===== src/rtl/inventory_slot_ctrl_pkg.sv =====
// Shared encodings for the tag inventory path (slot controller and RNG):
// tag states, reader command codes, QueryAdjust codes and the Q adjust helper.
package inventory_slot_ctrl_pkg;

  typedef enum logic [1:0] {
    ST_READY     = 2'd0,
    ST_ARBITRATE = 2'd1,
    ST_REPLY     = 2'd2,
    ST_ACKED     = 2'd3
  } tag_state_e;

  typedef enum logic [2:0] {
    CMD_OTHER    = 3'd0,
    CMD_QUERY    = 3'd1,
    CMD_QUERYREP = 3'd2,
    CMD_QUERYADJ = 3'd3,
    CMD_ACK      = 3'd4,
    CMD_NAK      = 3'd5
  } cmd_type_e;

  typedef enum logic [1:0] {
    PH_IDLE   = 2'd0,
    PH_STROBE = 2'd1,
    PH_WAIT   = 2'd2,
    PH_EVAL   = 2'd3
  } eval_phase_e;

  typedef enum logic {
    SLOT_NEW = 1'b0,
    SLOT_DEC = 1'b1
  } slot_op_e;

  localparam logic [2:0] UPDN_UP   = 3'b110;
  localparam logic [2:0] UPDN_DOWN = 3'b011;
  localparam logic [2:0] UPDN_HOLD = 3'b000;

  function automatic logic updn_valid(input logic [2:0] updn);
    return (updn == UPDN_UP) || (updn == UPDN_DOWN) || (updn == UPDN_HOLD);
  endfunction

  // Saturating Q step; codes outside the three legal ones leave Q alone.
  function automatic logic [3:0] q_adjust(input logic [3:0] q, input logic [2:0] updn);
    logic [3:0] q_next;
    q_next = q;
    if (updn == UPDN_UP && q != 4'd15)
      q_next = q + 4'd1;
    else if (updn == UPDN_DOWN && q != 4'd0)
      q_next = q - 4'd1;
    return q_next;
  endfunction

endpackage


===== src/rtl/inventory_slot_ctrl.sv =====
// Tag inventory controller: turns reader commands into Q updates and slot
// strobes for the RNG, then evaluates slot-zero to decide on an RN16 reply.
module inventory_slot_ctrl
  import inventory_slot_ctrl_pkg::*;
#(
  parameter logic [3:0] Q_INIT = 4'd4
) (
  input  logic        clk,
  input  logic        rst_n,
  input  logic        i_cmd_valid,
  input  logic [2:0]  i_cmd_type,
  input  logic [3:0]  i_cmd_q,
  input  logic [2:0]  i_cmd_updn,
  input  logic [15:0] i_cmd_rn16,
  input  logic [15:0] i_random_rng,
  input  logic        i_slotz_rng,
  output logic [3:0]  o_q_dec,
  output logic        o_newSlot_cu,
  output logic        o_decSlot_cu,
  output logic [15:0] o_rn16,
  output logic        o_reply_rn16,
  output logic        o_reply_epc,
  output logic [1:0]  o_state,
  output logic        o_busy
);

  tag_state_e  state_q, state_d;
  eval_phase_e phase_q, phase_d;
  slot_op_e    op_q, op_d;
  logic [3:0]  q_q, q_d;
  logic [15:0] rn16_q, rn16_d;
  logic        reply_rn16_q, reply_rn16_d;
  logic        reply_epc_q, reply_epc_d;

  // NOTE: sequential state uses non-blocking assignments only, so every
  // register samples the pre-edge values computed by the combinational block.
  always_ff @(posedge clk or negedge rst_n) begin
    if (!rst_n) begin
      state_q      <= ST_READY;
      phase_q      <= PH_IDLE;
      op_q         <= SLOT_NEW;
      q_q          <= Q_INIT;
      rn16_q       <= 16'd0;
      reply_rn16_q <= 1'b0;
      reply_epc_q  <= 1'b0;
    end else begin
      state_q      <= state_d;
      phase_q      <= phase_d;
      op_q         <= op_d;
      q_q          <= q_d;
      rn16_q       <= rn16_d;
      reply_rn16_q <= reply_rn16_d;
      reply_epc_q  <= reply_epc_d;
    end
  end

  always_comb begin
    // NOTE: every output of this block gets a default first; a path that
    // skips an assignment would otherwise infer a latch.
    state_d      = state_q;
    phase_d      = phase_q;
    op_d         = op_q;
    q_d          = q_q;
    rn16_d       = rn16_q;
    reply_rn16_d = 1'b0;
    reply_epc_d  = 1'b0;

    unique case (phase_q)
      PH_IDLE: begin
        if (i_cmd_valid) begin
          case (i_cmd_type)
            CMD_QUERY: begin
              q_d     = i_cmd_q;
              op_d    = SLOT_NEW;
              phase_d = PH_STROBE;
            end
            CMD_QUERYADJ: begin
              if (state_q != ST_READY && updn_valid(i_cmd_updn)) begin
                q_d     = q_adjust(q_q, i_cmd_updn);
                op_d    = SLOT_NEW;
                phase_d = PH_STROBE;
              end
            end
            CMD_QUERYREP: begin
              case (state_q)
                ST_ARBITRATE: begin
                  op_d    = SLOT_DEC;
                  phase_d = PH_STROBE;
                end
                ST_REPLY: state_d = ST_ARBITRATE;
                ST_ACKED: state_d = ST_READY;
                default:  state_d = state_q;
              endcase
            end
            CMD_ACK: begin
              if (state_q == ST_REPLY || state_q == ST_ACKED) begin
                if (i_cmd_rn16 == rn16_q) begin
                  state_d     = ST_ACKED;
                  reply_epc_d = 1'b1;
                end else begin
                  state_d = ST_ARBITRATE;
                end
              end
            end
            CMD_NAK: begin
              if (state_q != ST_READY) state_d = ST_ARBITRATE;
            end
            default: state_d = state_q;
          endcase
        end
      end
      PH_STROBE: begin
        // The RNG loads its slot counter on this same edge from i_random_rng.
        if (op_q == SLOT_NEW) rn16_d = i_random_rng;
        phase_d = PH_WAIT;
      end
      PH_WAIT: phase_d = PH_EVAL;
      PH_EVAL: begin
        phase_d = PH_IDLE;
        if (i_slotz_rng) begin
          state_d      = ST_REPLY;
          reply_rn16_d = 1'b1;
        end else begin
          state_d = ST_ARBITRATE;
        end
      end
      default: phase_d = PH_IDLE;
    endcase
  end

  assign o_q_dec      = q_q;
  assign o_newSlot_cu = (phase_q == PH_STROBE) && (op_q == SLOT_NEW);
  assign o_decSlot_cu = (phase_q == PH_STROBE) && (op_q == SLOT_DEC);
  assign o_rn16       = rn16_q;
  assign o_reply_rn16 = reply_rn16_q;
  assign o_reply_epc  = reply_epc_q;
  assign o_state      = state_q;
  assign o_busy       = (phase_q != PH_IDLE);

endmodule


===== config.mk =====
export PLATFORM = sky130hd
export DESIGN_NAME = inventory_slot_ctrl
export DESIGN_NICKNAME = d
export VERILOG_FILES = /design/src/rtl/inventory_slot_ctrl_pkg.sv /design/src/rtl/inventory_slot_ctrl.sv
export SDC_FILE = /design/constraint.sdc
export NUM_CORES = 1
export LEC_CHECK = 0
export CORE_ASPECT_RATIO = 0.9
export CORE_MARGIN = 10
export CORE_UTILIZATION = 40
export DETAILED_ROUTE_END_ITERATION = 12
export PLACE_DENSITY = 0.78
export REMOVE_ABC_BUFFERS = 1
export SYNTH_ARGS = -nofsm -noshare
export SYNTH_HDL_FRONTEND = slang
export SYNTH_SLANG_ARGS = --single-unit

===== constraint.sdc =====
create_clock -name clk -period 5.44 [get_ports clk]
set_clock_uncertainty 0.05 [all_clocks]
set_input_delay 0.544 -clock clk [delete_from_list [all_inputs] [get_ports clk]]
set_output_delay 0.544 -clock clk [all_outputs]
set_load 0.01 [all_outputs]

# Word level (Yosys, flattened, before mapping)
# Index checks and enable logic that the tools add are counted.
op_classes:
  shift: 0
  div_mod_pow: 0
  magnitude_cmp: 0
  n_reduce_logical: 21
  muxes: 27
  mul: 0
  bitwise: 1
  n_addsub: 2
  eq_ne: 26
op_table:
  columns: ["operator", "count"]
  rows:
  - ["== test 16 bit", 1]
  - ["2-to-1 mux 2 bit", 8]
  - ["!= test 3 bit, second input constant", 5]
  - ["2-to-1 mux 4 bit", 3]
  - ["case mux 2 bit (3 select lines)", 2]
  - ["AND reduction 5 bit", 2]
  - ["== test 3 x 2 -> 1 bit, second input constant", 3]
  - ["== test 3 bit, second input constant", 3]
  - ["2-to-1 mux 1 bit", 9]
  - ["== test 2 bit, second input constant", 4]
  - ["!= test 4 x 1 -> 1 bit, second input constant", 2]
  - ["!= test 4 bit, second input constant", 2]
  - ["case mux 2 bit (2 select lines)", 2]
  - ["case mux 2 bit (4 select lines)", 1]
  - ["case mux 4 bit (2 select lines)", 1]
  - ["nonzero test 2 bit", 4]
  - ["!= test 2 bit, second input constant", 3]
  - ["AND reduction 6 bit", 1]
  - ["logical AND 1 bit", 5]
  - ["adder 4 x 1 -> 4 bit, second input constant", 1]
  - ["== test 2 x 1 -> 1 bit, second input constant", 2]
  - ["AND reduction 4 bit", 1]
  - ["nonzero test 4 bit", 1]
  - ["subtractor 4 x 1 -> 4 bit, second input constant", 1]
  - ["other kinds (8)", 10]
totals:
  word_cells: 84
  romBits: 0
  input_bits: 46
  latch_bits: 0
  register_bits: 27
  ram_bits: 0
  memories: 0

# Depth between registers and ports, before layout
logic_depth:
  depth_word: 8
  ltp_mapped: 8
  ltp_nobuf: 8

# Worst setup path after synthesis
# Ideal clock, no wire load.
synth_path:
  path_kind: "input -> register"
  from: "input i_cmd_updn[0]"
  to: "register q_q[3] (netlist: o_q_dec[3])"
  t_arrival_ps: 1989
  required_ps: 5326
  slack_ps: 3337
  path_stages: 8
  path_cell_list: "and3b_1 nand2_1 ha_1 nand3_1 a21oi_1 or3b_1 nand3_1 mux2_4"
synth_between:
  elab_chain_len: 6
synth_lines:
  columns: ["element", "line", "text"]
  rows:
  - ["from (decl)", "inventory_slot_ctrl.sv:13", "input logic [2:0] i_cmd_updn,"]
  - ["== test 3 bit or == test 3 x 2 -> 1 bit (tied branches)", "inventory_slot_ctrl_pkg.sv:38, inventory_slot_ctrl_pkg.sv:45, inventory_slot_ctrl_pkg.sv:47", null]
  - ["logical OR 1 bit (2 in series)", "inventory_slot_ctrl_pkg.sv:38", "return (updn == UPDN_UP) || (updn == UPDN_DOWN) || (updn == UPDN_HOLD);"]
  - ["logical AND 1 bit", "inventory_slot_ctrl.sv:78", "if (state_q != ST_READY && updn_valid(i_cmd_updn)) begin"]
  - ["!= test 2 bit (no line)", null, null]
  - ["AND reduction 5 bit (no line)", null, null]
  - ["to (signal assigned)", "inventory_slot_ctrl.sv:50", "q_q <= q_d;"]
  - ["to (decl)", "inventory_slot_ctrl.sv:30", "logic [3:0] q_q, q_d;"]
# Parallel ways exist; a longest one is shown, timed or not. The select of a mux whose other input is x is not followed.
# A chain may end at the register's enable or synchronous reset.

# Worst setup path after layout
layout_path:
  from: "register phase_q[1]"
  to: "output o_newSlot_cu"
layout_between:
  elab_chain_len: 2
layout_lines:
  columns: ["element", "line", "text"]
  rows:
  - ["from (decl)", "inventory_slot_ctrl.sv:28", "eval_phase_e phase_q, phase_d;"]
  - ["from (signal assigned)", "inventory_slot_ctrl.sv:48", "phase_q <= phase_d;"]
  - ["== test 2 x 1 -> 1 bit", "inventory_slot_ctrl.sv:132", "assign o_newSlot_cu = (phase_q == PH_STROBE) && (op_q == SLOT_NEW);"]
  - ["logical AND 1 bit", "inventory_slot_ctrl.sv:132", null]
  - ["to (decl)", "inventory_slot_ctrl.sv:18", "output logic o_newSlot_cu,"]
# Every way passes these cells.

==> impl_metrics.ini <==
[floorplanning]
io_pins = 73
start_util_pct = 42.3
core_area_sq_um = 3810
rows = 21
die_h_um = 80.2
fp.dieW_um = 86.9
die_area_sq_um = 6970

[placed_design]
place_congestion = 0.764
dp.final_hpwl_mm = 3.52
portBuffers = 72

[critical_path]
end_kind = output pin
start_kind = flop
crit_fanout = 17
critical_path_arrival_ps = 1990
crit_start = phase_q[1]
r2r-start = o_q_dec[2]
required_ps = 4850
crit_type = flop to output pin

[run_status]
status = finished, final reports clean

[power]
power_mw = 1.11
power_leakage_nw = 1.03
ir_drop_mv = 0.287
cellPowerDensity_nw_per_um2 = 454

[worst_hold_path]
hp-class = flop to flop
hold_start = o_rn16[1]

[yosys]
syn_inst = 147
synth_seq_area_share_pct = 42.0
yosys_warnings = 0
syn_area_per_cell_sq_um = 11.0
synth.cell_area_sq_um = 1610
ys_types = 42
synth_seq_cells = 27

[final_layout]
fill_cells = 328
area_growth_pct = 51.6
utilization_pct = 64.1
drive_gt1_share_pct = 12.6
final_cell_mix = clkdlybuf4s50_1, dfrtp_1, mux2_2, xor2_1, nand2_1
fin_nets = 277
layout_commonest_cell = clkdlybuf4s50_1
num_antenna_cells = 0

[sta]
setup_violations = 0
slew_viol_final = 0
tightest_slew_ps = 429
fin_crit_ps = 2580
rsz0062_at_grt = false
relSlewSlack_pct = 71.4
max_freq_mhz = 387
post-route-period-util_pct = 47.5
finalHoldViolCount = 0
tns_ps = 0

[flow_run]
maxCapViolCount = 0

[clock_tree]
clock_latency_ps = 270
post_cts_buffers = 0
ctsResizeCount = 0
root_buffer = clkbuf_8
clock-sinks = 27
hold_buffers = 0
cts_buffers = 3
cts_max_level = 1
clk_pin_slew_ps = 90
cts_buffer_depth = 2
cts_tree = yes

[routing]
vias = 1368
drtIter0Drc = 41
wire_per_inst_um = 16.2
ant_nets = 0
dr.pass1.iters = 4
via_per_inst = 5.10
drt_wl_total_mm = 4.34
drc_errors = 0

[global_routing]
grt_pass1_vias = 1467
grt_max_degree = 28
grtUsageTotal_pct = 12.1
grt_overflow_total = 0
grt_pass1_wl_mm = 6.98
antenna_found_initial = 0
==> state kept, by name, summed over array words and instances (netlist names) <==
register	count
o_rn16	16
o_q_dec	4
o_state	2
phase_q	2
o_reply_epc	1
o_reply_rn16	1
op_q	1
==> report_power, final <==
group	switching (mW)	internal, mW	total, mW	leakage [nW]
Combinational	0.235	0.356	0.591	0.685
Clock	0.0638	0.0520	0.116	0.0217
Sequential	0.102	0.299	0.401	0.320
Total	0.401	0.708	1.11	1.03
==> Yosys cell counts <==
library cell | count | area (sq um)
a211o_1 | 1 | 8.76
a21boi_0 | 1 | 7.51
a21o_1 | 2 | 15.0
a21oi_1 | 3 | 15.0
a221oi_2 | 1 | 15.0
a22o_1 | 1 | 8.76
a31oi_1 | 2 | 12.5
a41o_1 | 1 | 10.0
and2_1 | 1 | 6.26
and3_1 | 1 | 6.26
and3b_1 | 2 | 17.5
and4bb_4 | 1 | 16.3
buf_1 | 1 | 3.75
clkbuf_1 | 2 | 7.51
dfrtp_1 | 26 | 651
dfstp_2 | 1 | 26.3
fa_1 | 1 | 20.0
ha_1 | 7 | 87.6
inv_1 | 7 | 26.3
mux2_1 | 1 | 11.3
mux2_2 | 16 | 180
mux2_4 | 2 | 30.0
mux2i_1 | 2 | 20.0
nand2_1 | 10 | 37.5
nand2b_1 | 1 | 6.26
nand3_1 | 7 | 35.0
nand3b_2 | 1 | 11.3
nand4_1 | 3 | 18.8
nor2_1 | 3 | 11.3
nor2b_1 | 2 | 12.5
nor3_1 | 2 | 10.0
nor3b_1 | 1 | 7.51
nor4_1 | 3 | 18.8
nor4bb_1 | 1 | 10.0
o2111ai_1 | 1 | 8.76
o21ai_0 | 4 | 20.0
o21ai_1 | 4 | 20.0
o31ai_1 | 1 | 7.51
or3b_1 | 1 | 8.76
or4_1 | 1 | 7.51
xnor2_1 | 5 | 43.8
xor2_1 | 13 | 114
==> critical path, stage by stage, from the launching register on <==
cell and delay (ps):
dfrtp_1 410, inv_1 130, ha_1 180, nor2b_1 130, buf_4 270, clkdlybuf4s50_1 590
==> cell type report <==
cell class	count	area [sq um]	share of cell area (%)
Multi-Input combinational cell	110	897	36.7
Clock inverter	1	7.51	0.307
Sequential cell	27	677	27.7
Tap cell	46	57.6	2.36
Clock buffer	3	41.3	1.69
Timing Repair Buffer	74	736	30.1
Inverter	7	26.3	1.08
==> routing by layer <==
metal  vias up  wire length, um  GRT usage, %
met5         -                0             0
li1        675                -             -
met2        47             1990          19.6
met1       644             1750          13.3
met3         2              592          8.17
met4         0               14          1.46
==> through the flow <==
| stage | worst slack, ps | cells | hold WS [ps] | instance area [sq um] |
|---|---|---|---|---|
| floorplan | 3330 | 144 | 198 | 1600 |
| global placement | 2790 | 264 | 487 | 2390 |
| detailed placement | 2730 | 264 | 492 | 2390 |
| CTS | 2820 | 268 | 516 | 2440 |
| global route | 2760 | 268 | 533 | 2440 |
| finish | 2860 | 268 | 512 | 2440 |
==> final timing paths <==
path                                end  slack (ps)  cells past startpoint
max in group asynchronous    o_q_dec[2]        4440                      2
min                           o_rn16[1]         510                      1
max                        o_newSlot_cu        2860                      5
min reg2reg                   o_rn16[1]         510                      1
max reg2reg                  o_q_dec[3]        3320                      8
min in group asynchronous          op_q         590                      2
==> cell families (layout without fill, tap and decap cells) <==
logic type,count (synthesis),after routing,synth area share (%)
muxes,21,21,15.0
and+or+nand+nor,41,41,15.0
DFF,27,27,42.0
xor gates and xnor gates,18,18,9.78
buffers and inverters,10,85,2.33
AOI/OAI and AO/OA,22,22,9.24
adders and majority gates,8,8,6.68
Power figures use the tool's default switching activity.
